**src/rtl/rx_frame_scheduler.sv**
```systemverilog
// rx_frame_scheduler: read-side sequencer for the Rx ring buffer. It fetches each
// committed frame's header, splits the frame into DMA bursts that never cross the
// ring end, then commits the new read pointer and strobes rd_addr_updated for HOLD cycles.
// Optional macro RX_LEN_CHECK_EN: frames with byte count 0 or > MAX_FRAME_BYTES are
// dropped without DMA (header + timestamp skipped) and counted in bad_frames.
// Ports: clk/reset_n (async, active-low); enable; commited_wr_address (writer commit ptr);
//   mem_rd_addr/mem_rd_en/mem_rd_data (buffer read port, RD_LAT latency);
//   dma_req/dma_addr/dma_qwords/dma_ack/dma_done (burst request handshake);
//   commited_rd_address/rd_addr_updated (commit result + strobe);
//   frames_sent/bad_frames (counters); busy (not IDLE).
module rx_frame_scheduler #(
  parameter int AW              = 15,
  parameter int MAX_BURST       = 16,
  parameter int RD_LAT          = 2,
  parameter int HOLD            = 4,
  parameter int MAX_FRAME_BYTES = 9600
) (
  input  logic          clk,
  input  logic          reset_n,
  input  logic          enable,
  input  logic [AW-1:0] commited_wr_address,
  output logic [AW-1:0] mem_rd_addr,
  output logic          mem_rd_en,
  input  logic [63:0]   mem_rd_data,
  output logic          dma_req,
  output logic [AW-1:0] dma_addr,
  output logic [7:0]    dma_qwords,
  input  logic          dma_ack,
  input  logic          dma_done,
  output logic [AW-1:0] commited_rd_address,
  output logic          rd_addr_updated,
  output logic [31:0]   frames_sent,
  output logic [31:0]   bad_frames,
  output logic          busy
);

  typedef enum logic [2:0] {
    S_IDLE, S_HDR_WAIT, S_CALC, S_REQ, S_XFER, S_COMMIT, S_HOLD
  } state_t;

  localparam logic [AW:0] RING    = {1'b1, {AW{1'b0}}};
  localparam logic [AW:0] BURST_W = (AW+1)'(MAX_BURST);

  state_t        state, state_nxt;
  logic [AW-1:0] rd_ptr, rd_ptr_nxt;
  logic [AW-1:0] cur, cur_nxt;
  logic [AW-1:0] remaining, remaining_nxt;
  logic [15:0]   hdr_bytes, hdr_bytes_nxt;
  logic [7:0]    cnt, cnt_nxt;
  logic [AW-1:0] mem_rd_addr_nxt;
  logic          mem_rd_en_nxt;
  logic [AW-1:0] commited_rd_address_nxt;
  logic          rd_addr_updated_nxt;
  logic [31:0]   frames_sent_nxt;
  logic [16:0]   len17;
  logic [AW:0]   to_end;
  logic [AW:0]   burst_w;
  logic          unused_ok;

`ifdef RX_LEN_CHECK_EN
  logic          skip, skip_nxt;
  logic [31:0]   bad_cnt, bad_cnt_nxt;
`endif

  // Frame length in qwords: payload rounded up plus header and timestamp words.
  assign len17  = (({1'b0, hdr_bytes} + 17'd7) >> 3) + 17'd2;
  // Distance to the ring end caps a burst so it never wraps mid-request.
  assign to_end = RING - {1'b0, cur};

  always_comb begin
    burst_w = {1'b0, remaining};
    if (burst_w > BURST_W) burst_w = BURST_W;
    if (burst_w > to_end)  burst_w = to_end;
  end

  // Request fields derive from registers that do not change in REQ, so they stay stable.
  assign dma_req    = (state == S_REQ);
  assign dma_addr   = dma_req ? cur : '0;
  assign dma_qwords = dma_req ? burst_w[7:0] : 8'd0;
  assign busy       = (state != S_IDLE);

  always_ff @(posedge clk or negedge reset_n) begin
    if (!reset_n) begin
      state               <= S_IDLE;
      rd_ptr              <= '0;
      cur                 <= '0;
      remaining           <= '0;
      hdr_bytes           <= '0;
      cnt                 <= '0;
      mem_rd_addr         <= '0;
      mem_rd_en           <= 1'b0;
      commited_rd_address <= '0;
      rd_addr_updated     <= 1'b0;
      frames_sent         <= '0;
`ifdef RX_LEN_CHECK_EN
      skip                <= 1'b0;
      bad_cnt             <= '0;
`endif
    end else begin
      state               <= state_nxt;
      rd_ptr              <= rd_ptr_nxt;
      cur                 <= cur_nxt;
      remaining           <= remaining_nxt;
      hdr_bytes           <= hdr_bytes_nxt;
      cnt                 <= cnt_nxt;
      mem_rd_addr         <= mem_rd_addr_nxt;
      mem_rd_en           <= mem_rd_en_nxt;
      commited_rd_address <= commited_rd_address_nxt;
      rd_addr_updated     <= rd_addr_updated_nxt;
      frames_sent         <= frames_sent_nxt;
`ifdef RX_LEN_CHECK_EN
      skip                <= skip_nxt;
      bad_cnt             <= bad_cnt_nxt;
`endif
    end
  end

  always_comb begin
    state_nxt               = state;
    rd_ptr_nxt              = rd_ptr;
    cur_nxt                 = cur;
    remaining_nxt           = remaining;
    hdr_bytes_nxt           = hdr_bytes;
    cnt_nxt                 = cnt;
    mem_rd_addr_nxt         = mem_rd_addr;
    mem_rd_en_nxt           = 1'b0;
    commited_rd_address_nxt = commited_rd_address;
    rd_addr_updated_nxt     = rd_addr_updated;
    frames_sent_nxt         = frames_sent;
`ifdef RX_LEN_CHECK_EN
    skip_nxt                = skip;
    bad_cnt_nxt             = bad_cnt;
`endif
    case (state)
      S_IDLE: begin
        if (enable && (commited_wr_address != rd_ptr)) begin
          mem_rd_en_nxt   = 1'b1;
          mem_rd_addr_nxt = rd_ptr;
          cnt_nxt         = 8'd0;
          state_nxt       = S_HDR_WAIT;
        end
      end
      S_HDR_WAIT: begin
        // cnt is 0 in the cycle mem_rd_en is high; data is valid RD_LAT cycles later.
        if (cnt == 8'(RD_LAT)) begin
          hdr_bytes_nxt = mem_rd_data[47:32];
          state_nxt     = S_CALC;
        end else begin
          cnt_nxt = cnt + 8'd1;
        end
      end
      S_CALC: begin
        remaining_nxt = AW'(len17);
        cur_nxt       = rd_ptr;
        state_nxt     = S_REQ;
`ifdef RX_LEN_CHECK_EN
        skip_nxt = 1'b0;
        if ((hdr_bytes == 16'd0) || (hdr_bytes > 16'(MAX_FRAME_BYTES))) begin
          cur_nxt     = rd_ptr + AW'(2);
          skip_nxt    = 1'b1;
          bad_cnt_nxt = bad_cnt + 32'd1;
          state_nxt   = S_COMMIT;
        end
`endif
      end
      S_REQ: begin
        if (dma_ack) state_nxt = S_XFER;
      end
      S_XFER: begin
        if (dma_done) begin
          cur_nxt       = cur + AW'(burst_w);
          remaining_nxt = remaining - AW'(burst_w);
          state_nxt     = ((remaining - AW'(burst_w)) != '0) ? S_REQ : S_COMMIT;
        end
      end
      S_COMMIT: begin
        rd_ptr_nxt              = cur;
        commited_rd_address_nxt = cur;
        rd_addr_updated_nxt     = 1'b1;
        cnt_nxt                 = 8'd0;
        state_nxt               = S_HOLD;
`ifdef RX_LEN_CHECK_EN
        if (!skip) frames_sent_nxt = frames_sent + 32'd1;
`else
        frames_sent_nxt = frames_sent + 32'd1;
`endif
      end
      S_HOLD: begin
        // rd_addr_updated went high entering HOLD; drop it after HOLD cycles in this state.
        if (cnt == 8'(HOLD - 1)) begin
          rd_addr_updated_nxt = 1'b0;
          state_nxt           = S_IDLE;
        end else begin
          cnt_nxt = cnt + 8'd1;
        end
      end
      default: state_nxt = S_IDLE;
    endcase
  end

`ifdef RX_LEN_CHECK_EN
  assign bad_frames = bad_cnt;
  assign unused_ok  = ^{mem_rd_data[63:48], mem_rd_data[31:0]};
`else
  assign bad_frames = '0;
  assign unused_ok  = ^{mem_rd_data[63:48], mem_rd_data[31:0], 32'(MAX_FRAME_BYTES)};
`endif

endmodule
```
**config.mk**
```make
export PLATFORM = sky130hd
export DESIGN_NAME = rx_frame_scheduler
export DESIGN_NICKNAME = d
export VERILOG_FILES = /design/src/rtl/rx_frame_scheduler.sv
export SDC_FILE = /design/constraint.sdc
export NUM_CORES = 1
export LEC_CHECK = 0
export ABC_AREA = 0
export BUFFER_PORTS_ARGS = -buffer_cell sky130_fd_sc_hd__buf_2
export CAP_MARGIN = 20
export CORE_MARGIN = 1.5
export CORE_UTILIZATION = 49
export CTS_BUF_LIST = sky130_fd_sc_hd__clkbuf_8 sky130_fd_sc_hd__clkbuf_16
export DETAILED_ROUTE_END_ITERATION = 6
export GPL_TIMING_DRIVEN = 1
export PLACE_DENSITY = 0.78
export SLEW_MARGIN = 15
export SYNTH_ARGS = -nofsm -noshare
export SYNTH_HDL_FRONTEND = slang
export SYNTH_SLANG_ARGS = --single-unit
```
**constraint.sdc**
```tcl
create_clock -name clk -period 6.1 [get_ports clk]
set_clock_uncertainty 0.2 [all_clocks]
set_input_delay 1.22 -clock clk [delete_from_list [all_inputs] [get_ports clk]]
set_output_delay 1.22 -clock clk [all_outputs]
set_load 0.01 [all_outputs]
```
# Word-level counts from Yosys, hierarchy flattened
# Index checks and enable logic that the tools add are counted.
# word_totals
in_bits	84
output_inout_bits	121
reg_bits	121
word_cells	71
# classes
eq_ne	16
n_addsub	7
mux	23
magnitude_cmp	2
n_reduce_logical	13
# op_table
op	count
two-way mux 15 bit	5
case mux 15 bit (2 select lines)	2
adder 32 x 1 -> 32 bit (second input constant)	1
two-way mux 8 bit	4
case mux 8 bit (4 select lines)	1
case mux 3 bit (7 select lines)	1
two-way mux 3 bit	6
adder 16 x 3 -> 17 bit (second input constant)	1
== test 8 x 2 -> 1 bit (second input constant)	2
greater-than comparator 15 x 16 -> 1 bit	1
subtractor 16 x 15 -> 16 bit (first input constant)	1
adder 14 x 2 -> 15 bit (second input constant)	1
adder 15 bit	1
greater-than comparator 15 x 5 -> 1 bit (second input constant)	1
inequality test 15 bit	1
nonzero test 15 bit	1
subtractor 15 bit	1
inequality test 2 bit (second input constant)	6
== test 3 bit (second input constant)	3
adder 8 x 1 -> 8 bit (second input constant)	1
AND reduction 2 bit	4
== test 3 x 2 -> 1 bit (second input constant)	2
AND reduction 5 bit	1
AND reduction 4 bit	1
9 further kinds	12

# Longest topological paths before layout
# Gate-level depths: netlist of run 1.
# logic_depth
ltp_word	9
depth_mapped	24
ltp_nobuf	24

# Worst setup path before layout of run 1
# OpenSTA, ideal clock, no wires.
# synth_timing
kind	register -> register
start	register cur[7]
end	register state[1]
path_stages_with_launch	24
synth_period_minus_slack_ns	5.996
required_time_ns	5.762
arrival_time_ns	5.658
path_buffers	2
setup_time_ns	0.138
slack_ns	0.104
path_cell_list	dfrtp_1 buf_6 or4_4 or4_4 nor2_1 xnor2_1 inv_1 ha_1 nand3_1 or3_1 a21o_1 a31oi_4 clkbuf_1 and2_1 inv_1 ha_1 o21ai_0 a2111oi_1 a211o_1 a2111oi_2 or3_1 xnor3_1 o41ai_2 o221ai_1
# synth_via
elab_chain_cells	8
# synth_lines
item	line	rtl
from (decl)	46	logic [AW-1:0] cur, cur_nxt;
from (signal assigned)	102	cur <= cur_nxt;
subtractor 16 x 15 -> 16 bit *	68	assign to_end = RING - {1'b0, cur};
greater-than comparator 15 x 16 -> 1 bit	73	if (burst_w > to_end) burst_w = to_end;
two-way mux 15 bit *	73	
subtractor 15 bit *	173	state_nxt = ((remaining - AW'(burst_w)) != '0) ? S_REQ : S_COMMIT;
nonzero test 15 bit *	173	
two-way mux 3 bit *	173	
two-way mux 3 bit *	170	if (dma_done) begin
case mux 3 bit (7 select lines) *	134	case (state)
to (signal assigned)	100	state <= state_nxt;
to (decl)	44	state_t state, state_nxt;
# Mark *: on every way between the ends. The rest lies on a longest branch, timed or not. The select of a mux whose other input is x is not followed.
# A chain may end at the register's enable or synchronous reset.

# Worst setup path in the final report of run 1
# layout_timing
start	register cur[8]
end	register state[1]
# Same word-level chain as after synthesis.

==> results of run 1 <==
-- critical path, stage by stage (launching register included) --
cell and delay, ns:
dfrtp_1 0.38, or4_4 0.55, or4_4 0.55, nor2_4 0.13, xnor2_2 0.08, inv_2 0.09
ha_4 0.15, nand3_4 0.09, or3_1 0.37, a21o_1 0.19, a31oi_4 0.25, nand2_1 0.10
o21ai_2 0.09, ha_2 0.20, inv_1 0.06, fa_2 0.36, a211oi_2 0.26, o21ai_2 0.12
a211o_1 0.32, a2111oi_4 0.36, or3_4 0.19, xnor3_1 0.21, o41ai_2 0.37, o221ai_1 0.17
-- per-layer routing --
metal,track usage [%],up-vias
met5,0,-
met4,8.46,0
met3,4.51,42
met2,41.7,254
met1,30.5,3427
li1,-,3356
-- repair_timing --
action	CTS	global route
pin swaps	5	20
setup endpoints to repair	2	6
gates resized for setup	8	34
setup buffers	2	10
-- how the worst min path moves through the flow --
stage / startpoint / to / slack, ns
finish: frames_sent[31]$_DFFE_PN0P_ / frames_sent[31]$_DFFE_PN0P_ / 0.27
global route: frames_sent[31]$_DFFE_PN0P_ / frames_sent[31]$_DFFE_PN0P_ / 0.30
CTS: frames_sent[31]$_DFFE_PN0P_ / frames_sent[31]$_DFFE_PN0P_ / 0.28
detailed placement: cnt[7]$_DFFE_PN0P_ / cnt[7]$_DFFE_PN0P_ / 0.27
global placement: frames_sent[31]$_DFFE_PN0P_ / frames_sent[31]$_DFFE_PN0P_ / 0.25
floorplan: cnt[7]$_DFFE_PN0P_ / cnt[7]$_DFFE_PN0P_ / 0.24
-- placed cells by master (no fill, tap or decap), types with 17 or more instances in the layout --
cell type | netlist | final
nand2_1 | 129 | 128
buf_2 | 0 | 123
dfrtp_1 | 121 | 121
nor2_1 | 69 | 68
xnor2_1 | 58 | 56
inv_1 | 46 | 45
ha_1 | 48 | 43
conb_1 | 1 | 42
buf_4 | 33 | 42
o21ai_0 | 46 | 40
a21oi_1 | 39 | 39
mux2_2 | 34 | 34
xor2_1 | 32 | 32
nand3_1 | 24 | 23
and2_1 | 22 | 22
nor3_1 | 20 | 19
clkbuf_16 | 0 | 17
-- state kept, by name (all words and copies together), names as in the netlist --
register         flops
cnt                  8
cur                 15
frames_sent         32
hdr_bytes           16
mem_rd_addr         15
mem_rd_en            1
rd_addr_updated      1
rd_ptr              15
remaining           15
state                3
-- through the flow --
step | worst slack, ns | instance area [µm²] | TNS (ns) | utilization, %
6_report | 0.121 | 9910 | 0 | 61.9
5_1_grt | -0.0578 | 9910 | -0.0578 | 61.9
4_1_cts | 0.00978 | 9630 | 0 | 60.2
3_5_place_dp | -0.163 | 8980 | -0.250 | 56.1
3_3_place_gp | -0.0588 | 8980 | -0.0588 | 56.1
2_1_floorplan | 0.104 | 8220 | 0 | -
-- power by group through the flow --
stage / clock, mW / combinational (mW) / sequential (mW)
3_5_place_dp: 0 / 2.92 / 1.37
3_3_place_gp: 0 / 2.84 / 1.35
5_1_grt: 1.10 / 3.65 / 1.41
6_report: 1.05 / 3.35 / 1.37
2_1_floorplan: 0 / 2.09 / 1.34
4_1_cts: 1.06 / 3.01 / 1.36
-- layout make-up --
| class | count | area, µm² | area share, % |
|---|---|---|---|
| Clock buffer | 17 | 425 | 4.29 |
| Clock inverter | 15 | 189 | 1.91 |
| Inverter | 46 | 173 | 1.74 |
| Multi-Input combinational cell | 712 | 4850 | 48.9 |
| Sequential cell | 121 | 3030 | 30.6 |
| Tap cell | 216 | 270 | 2.73 |
| Timing Repair Buffer | 169 | 978 | 9.87 |
-- cells by family (layout without fill, tap and decap cells) --
kind of cell | after synthesis | in the layout
buf+inv | 106 | 247
mux | 37 | 37
fa+ha+maj | 51 | 51
other cells | 1 | 42
flops | 121 | 121
compound gates | 154 | 154
xor+xnor | 91 | 91
simple gates | 337 | 337
==> results.yml, run 1 <==
outcome:
  outcome: "completed"
routing:
  wl_met1_um: 8740
  wl_met2_um: 10600
  ant_nets: 0
  vias_per_cell: 5.46
  drt_iter0_drc: 550
  drt-pass1-iter-count: 5
  wl_met3_um: 1270
  drc: 0
  drt_wl_total_um: 21100
  highest_layer: "met4"
  routedWlPerCell_um: 16.3
  vias: 7079
synthesis:
  syn_area_per_cell_um2: 8.98
  yosysTopAreaCell: "dfrtp_1"
  synthAdderAreaFrac_pct: 8.07
  async_reset_ff_share_pct: 100
  synth_compound_area_share_pct: 12.6
  yosys_most_used_dff: "dfrtp_1"
  synth_top_area_share_pct: 37.5
  synth_top_cells_by_count: "129 x nand2_1, 121 x dfrtp_1, 69 x nor2_1"
  synth_xor_area_share_pct: 10.1
  synthSimpleGateAreaFrac_pct: 19.8
  yosysWarnings: 0
  muxShareOfSynthArea_pct: 5.12
  synth.distinct_cells: 71
  netlist_top_cells_area: "dfrtp_1 38%, ha_1 7.4%, xnor2_1 6.3%"
  synth_most_common_cell: "nand2_1"
  ys_seq_area_share_pct: 37.5
  ys_ff_latch: 121
  syn_area_um2: 8060
  synth_edf_count: 0
  synthCells: 898
  synth_top_family_by_area: "simple AND/OR/NAND/NOR gates"
global_routing:
  antenna_found_initial: 0
  overflow: 0
  grt_max_degree: 78
  track_usage_pct: 24.2
  grt_pass1_vias: 6672
  grt_pass1_wl_um: 33400
power_and_ir_drop:
  p_switching_mw: 2.56
  p_sw_share_pct: 44.3
  power.share.combinational_pct: 58.0
  power_leakage_nw: 4.97
  p_seq_share_pct: 23.8
  powerDensity_nw_per_um2: 583
  peakVddDrop_mv: 0.359
  p_clk_share_pct: 18.2
  fin_total_pwr_mw: 5.77
  power.internal_mw: 3.22
finish:
  nets: 1201
  area_growth_syn_to_layout_pct: 22.9
  layout-drive-gt1-share_pct: 26.0
  fillCellCount: 1340
  n_antenna_cell: 0
  stdcell_count: 1296
floorplan:
  die-area_um2: 17200
  die_w_um: 131
  ios: 205
  initial_core_util_pct: 50.4
  core_um2: 16000
  die_h_um: 131
  row_count: 46
placement:
  portBuffers: 124
  hpwl_um: 15100
  finalWeightedCongestion: 0.961
  dp.cells: 1251
setup_path:
  cp-start-kind: "register"
  worstSetupEndpointType: "register"
  crit_type: "register to register"
  critPathMaxFanout: 5
  r2r_cells: 23
  crit_end: "state[1]$_DFFE_PN0P_"
  cp_data_required_time_ns: 6.17
  r2r-end: "state[1]$_DFFE_PN0P_"
  r2r-start: "cur[8]$_DFFE_PN0P_"
  critPathLaunch: "cur[8]$_DFFE_PN0P_"
  regToRegSetupSlack_ns: 0.12
  cp.arrival_ns: 6.05
clocking:
  numCtsBuffers: 17
  clkSinkCount: 121
  cts_tree: "built"
  h-tree-depth: 4
  path_clk_slew_ns: 0.06
  clk_path_buf_depth: 2
  cts.root.buffer_cell: "clkbuf_16"
  cts_hold_buf: 0
  clk_latency_ns: 0.42
run:
  maxCapViolCount: 0
timing:
  slew_headroom_pct: 29.6
  holdWs_ns: 0.275
  grt_setup_unrepaired: "yes"
  finalSetupViolCount: 0
  worst_pin_slew_ns: 1.05
  post-route-min-period_ns: 5.98
  finalMaxSlewViolations: 0
  post-route-period-util_pct: 98.0
  hold_viol: 0
  fmax_mhz: 167
worst_hold_path:
  min_path_cells: 1
  holdCritPathClass: "register to register"
No activity file was read; power rests on OpenSTA's default activity.
==> run 2: changes to the inputs <==
Settings changed: PLACE_DENSITY 0.78 to 0.79.
==> run 2 against run 1 <==
Compared with the run above: non-clock buffer count is 12 higher; sequential cell count stayed put; sequential power hardly changed; die area stayed put; worst setup slack better by 0.022 ns; register-to-register slack better by 0.02 ns; first-iteration DRC count is 31% lower; count of clock-buffer cells in the layout is 2 higher.
==> results.yml, run 2 (synthesized netlist as in run 1, its figures left out) <==
clocking:
  cts.root.buffer_cell: "clkbuf_16"
  numCtsBuffers: 17
  clkSinkCount: 121
  clk_latency_ns: 0.43
  clk_path_buf_depth: 2
  h-tree-depth: 4
  path_clk_slew_ns: 0.06
  cts_tree: "built"
setup_path:
  critPathMaxFanout: 6
  critPathLaunch: "cur[8]$_DFFE_PN0P_"
  regToRegSetupSlack_ns: 0.14
  r2r_cells: 22
  cp-start-kind: "register"
  cp.arrival_ns: 6.03
  r2r-end: "state[1]$_DFFE_PN0P_"
  cp_data_required_time_ns: 6.18
  r2r-start: "cur[8]$_DFFE_PN0P_"
  worstSetupEndpointType: "register"
  crit_type: "register to register"
placement:
  hpwl_um: 15000
  pre_cts_ws_ns: -0.0757
  portBuffers: 124
  finalWeightedCongestion: 0.920
timing:
  fmax_mhz: 168
  grt_setup_unrepaired: "yes"
  worst_pin_slew_ns: 1.01
  fin_ws_ns: 0.143
  slew_headroom_pct: 32.2
  finalSetupViolCount: 0
  post-route-period-util_pct: 97.7
  finalMaxSlewViolations: 0
  hold_viol: 0
  post-route-min-period_ns: 5.96
worst_hold_path:
  hp-start: "frames_sent[31]$_DFFE_PN0P_"
  holdCritPathClass: "register to register"
  min_to: "frames_sent[31]$_DFFE_PN0P_"
  min_path_cells: 1
routing:
  drc: 0
  drt_wl_total_um: 20300
  drt_iter0_drc: 381
  routedWlPerCell_um: 15.5
  drt-pass1-iter-count: 5
  vias_per_cell: 5.34
  vias: 6985
  ant_nets: 0
power_and_ir_drop:
  p_seq_share_pct: 23.9
  powerDensity_nw_per_um2: 578
  peakVddDrop_mv: 0.376
  p_clk_share_pct: 17.9
  fin_total_pwr_mw: 5.73
  power.share.combinational_pct: 58.2
  p_switching_mw: 2.47
  power.internal_mw: 3.27
  power_leakage_nw: 5.02
  p_sw_share_pct: 43.0
finish:
  largest_register_ffs: 32
  layout_commonest_cell: "nand2_1"
  multiInputGateArea_um2: 4790
  fillCellCount: 1379
  n_antenna_cell: 0
  layout-drive-gt1-share_pct: 25.8
  largestRegisters: "frames_sent (32), hdr_bytes (16)"
  area_growth_syn_to_layout_pct: 22.9
  nets: 1213
  final_cell_mix: "129 x nand2_1, 123 x buf_2, 121 x dfrtp_1"
  largest_register: "frames_sent"
  seqCellArea_um2: 3030
global_routing:
  track_usage_pct: 23.8
  grt_pass1_vias: 6691
  antenna_found_initial: 0
  grt_max_degree: 70
  grt_pass1_wl_um: 32900
  overflow: 0
floorplan:
  die_w_um: 131
  ios: 205
  core_um2: 16000
  row_count: 46
  die-area_um2: 17200
  initial_core_util_pct: 50.4
  die_h_um: 131
outcome:
  outcome: "completed"
run:
  maxCapViolCount: 0
-- run 2: how the worst max path moves through the flow --
stage                           end  slack, ns  cells after the start
2_1_floorplan  state[1]$_DFFE_PN0P_       0.10                     23
3_3_place_gp   state[1]$_DFFE_PN0P_      -0.03                     22
3_5_place_dp   state[1]$_DFFE_PN0P_      -0.08                     22
4_1_cts        state[1]$_DFFE_PN0P_       0.03                     23
5_1_grt        state[1]$_DFFE_PN0P_      -0.11                     23
6_report       state[1]$_DFFE_PN0P_       0.14                     22
-- run 2: timing repair --
item	in CTS	in global routing
resized for setup	4	25
buffers inserted	0	8
setup endpoints to repair	2	6
pin swaps	5	21
cloned	0	0
hold buffers	0	0
-- run 2: critical path, cell delays in order, from the launching register on --
cell	delay (ns)
dfrtp_1	0.38
or4_4	0.54
or4_4	0.58
nor2_4	0.12
xnor2_2	0.09
inv_2	0.09
ha_4	0.15
nand3_4	0.07
or3_1	0.31
a21o_1	0.19
a31oi_4	0.27
buf_4	0.19
mux2i_4	0.29
ha_1	0.27
nor2b_1	0.13
o2111a_1	0.24
or3b_2	0.51
a211oi_2	0.24
buf_4	0.15
xor2_1	0.20
nand2_1	0.10
o41ai_2	0.33
o221ai_1	0.16
-- run 2: final cells by class --
type | instances | share of cell area [%]
multi-input combinational | 712 | 48.3
sequential | 121 | 30.5
timing repair buffer | 181 | 10.6
clock buffer | 19 | 4.57
tap | 216 | 2.73
inverter | 46 | 1.74
clock inverter | 12 | 1.53
-- run 2: power by group through the flow --
stage          Sequential (mW)  Clock, mW  Combinational [mW]
6_report                  1.37       1.03                3.33
5_1_grt                   1.41       1.07                3.67
4_1_cts                   1.36       1.04                3.09
3_5_place_dp              1.37          0                3.04
3_3_place_gp              1.36          0                2.97
2_1_floorplan             1.34          0                2.09
-- run 2: stage by stage --
step | hold WS (ns) | std cells | area, µm² | TNS, ns | utilization (%)
3_5_place_dp | 0.256 | 1268 | 9110 | -0.0766 | 56.9
6_report | 0.261 | 1307 | 9910 | 0 | 62.0
4_1_cts | 0.266 | 1299 | 9730 | 0 | 60.8
3_3_place_gp | 0.252 | 1268 | 9110 | -0.0300 | 56.9
5_1_grt | 0.300 | 1307 | 9910 | -0.161 | 62.0
2_1_floorplan | 0.237 | 939 | 8220 | 0 | -
-- run 2: per-layer routing --
metal	track usage, %	vias to the layer above	share of wire, %
li1	-	3397	-
met1	30.1	3318	44
met2	40.2	221	48
met3	4.44	49	5.2
met4	9.94	0	2.8
met5	0	-	0
==> run 3: changes to the inputs <==
Settings changed: CELL_PAD_IN_SITES_DETAIL_PLACEMENT from default to 1, CELL_PAD_IN_SITES_GLOBAL_PLACEMENT from default to 2, CORE_UTILIZATION 49 to 29, CTS_CLUSTER_SIZE from default to 14, PLACE_DENSITY 0.79 to 0.78, TNS_END_PERCENT from default to 30.
==> run 3 against run 2 <==
Compared with the run above: die area grew 67%; via count grew 1.4%; count of clock-buffer cells in the layout fell by 2; first-iteration DRC count is 16% lower; power increased by 3.7%; sequential cell count did not move; critical path depth is 3 higher; critical path type unchanged.
==> results.yml, run 3 (synthesized netlist as in run 1, its figures left out) <==
setup_path:
  worstSetupEndpointType: "register"
  cp.arrival_ns: 6.07
  r2r-start: "cur[2]$_DFFE_PN0P_"
  r2r_cells: 25
  critPathMaxFanout: 6
  critPathLaunch: "cur[2]$_DFFE_PN0P_"
  crit_type: "register to register"
  cp_data_required_time_ns: 6.18
  cp-start-kind: "register"
global_routing:
  grt_pass1_vias: 7242
  antenna_found_initial: 0
  grt_pass1_wl_um: 39500
  overflow: 0
  grt_max_degree: 75
  track_usage_pct: 17.7
finish:
  layout_commonest_cell: "nand2_1"
  nets: 1220
  layout-drive-gt1-share_pct: 28.0
  final_area_um2: 10300
  final_cell_mix: "128 x nand2_1, 123 x buf_2, 121 x dfrtp_1"
  utilization_pct: 37.8
  largest_register_ffs: 32
  n_antenna_cell: 0
  largest_register: "frames_sent"
  largestRegisters: "frames_sent (32), hdr_bytes (16)"
  area_growth_syn_to_layout_pct: 27.2
clocking:
  path_clk_slew_ns: 0.07
  clk_latency_ns: 0.43
  cts_hold_buf: 0
  h-tree-depth: 4
  numCtsBuffers: 17
  cts.root.buffer_cell: "clkbuf_16"
  clk_path_buf_depth: 2
  clkSinkCount: 121
  cts_tree: "built"
floorplan:
  die_h_um: 170
  die-area_um2: 28800
  row_count: 60
  core_um2: 27100
  initial_core_util_pct: 29.8
  ios: 205
  die_w_um: 170
timing:
  fmax_mhz: 167
  post-route-period-util_pct: 98.2
  slew_headroom_pct: 35.4
  fin_setup_tns_ns: 0
  finalMaxSlewViolations: 0
  grt_setup_unrepaired: "yes"
  post-route-min-period_ns: 5.99
  worst_pin_slew_ns: 0.966
  holdWs_ns: 0.275
  hold_viol: 0
  finalSetupViolCount: 0
routing:
  routedWlPerCell_um: 17.1
  drt_iter0_drc: 321
  drc: 0
  ant_nets: 0
  drt-pass1-iter-count: 5
  vias_per_cell: 4.81
  vias: 7081
  drt_wl_total_um: 25200
worst_hold_path:
  min_path_cells: 1
  holdCritPathClass: "register to register"
  hp-start: "frames_sent[31]$_DFFE_PN0P_"
outcome:
  outcome: "completed"
power_and_ir_drop:
  powerDensity_nw_per_um2: 580
  peakVddDrop_mv: 0.200
  power_leakage_nw: 5.05
  fin_total_pwr_mw: 5.95
placement:
  placed_area_um2: 9320
  finalWeightedCongestion: 0.872
  portBuffers: 124
  hpwl_um: 18900
run:
  maxCapViolCount: 0
-- run 3: worst max-delay path, stage by stage, from the launching register on --
cell and delay, ns:
dfrtp_1 0.40, nor4_2 0.31, buf_4 0.18, nand3b_1 0.20, buf_4 0.21, nor2_1 0.11, xor2_1 0.23, ha_1 0.16
nand4_1 0.17, or3_4 0.42, a21o_1 0.19, a31oi_4 0.24, buf_6 0.18, mux2i_4 0.08, buf_4 0.16, fa_2 0.38
a211oi_4 0.26, o21ai_2 0.11, buf_4 0.14, buf_4 0.13, a21oi_1 0.18, xnor2_1 0.19, nor4bb_1 0.33, o2111ai_1 0.22
o41ai_2 0.30, o221ai_1 0.17
-- run 3: layout make-up --
type	instances	area (µm²)
Multi-Input combinational cell	712	4890
Tap cell	372	465
Inverter	46	173
Clock buffer	17	425
Fill cell	3229	16800
Timing Repair Buffer	188	1130
Sequential cell	121	3030
Clock inverter	15	144
-- run 3: repair_timing --
action / in CTS / in global routing
gates resized for setup: 9 / 39
buffers inserted: 2 / 10
pin swaps: 7 / 25
gates cloned: 1 / 0
setup endpoints to repair: 5 / 9
-- run 3: worst paths after layout --
path                                          endpoint  slack, ns
max                               state[1]$_DFFE_PN0P_       0.11
min                        frames_sent[31]$_DFFE_PN0P_       0.27
max reg2reg                       state[1]$_DFFE_PN0P_       0.11
min reg2reg                frames_sent[31]$_DFFE_PN0P_       0.27
max in group asynchronous   mem_rd_addr[8]$_DFFE_PN0P_       3.95
min in group asynchronous     remaining[0]$_DFFE_PN0P_       0.49
-- run 3: layer usage --
metal | share of wire, % | track usage, % | up-vias
li1 | - | - | 3398
met1 | 46 | 23.1 | 3531
met2 | 50 | 30.6 | 134
met3 | 3.4 | 2.85 | 18
met4 | 0.83 | 3.77 | 0
met5 | 0 | 0 | -
-- run 3: stage by stage --
stage          setup slack (ns)  instances
2_1_floorplan             0.104        939
3_3_place_gp             -0.134       1425
3_5_place_dp             -0.230       1425
4_1_cts                  0.0168       1460
5_1_grt                  -0.142       1471
6_report                  0.109       1471
-- run 3: power breakdown --
part           internal [mW]  switching [mW]  total, mW
registers               1.06           0.327       1.38
logic                   1.62            1.95       3.58
clock network          0.541           0.446      0.987
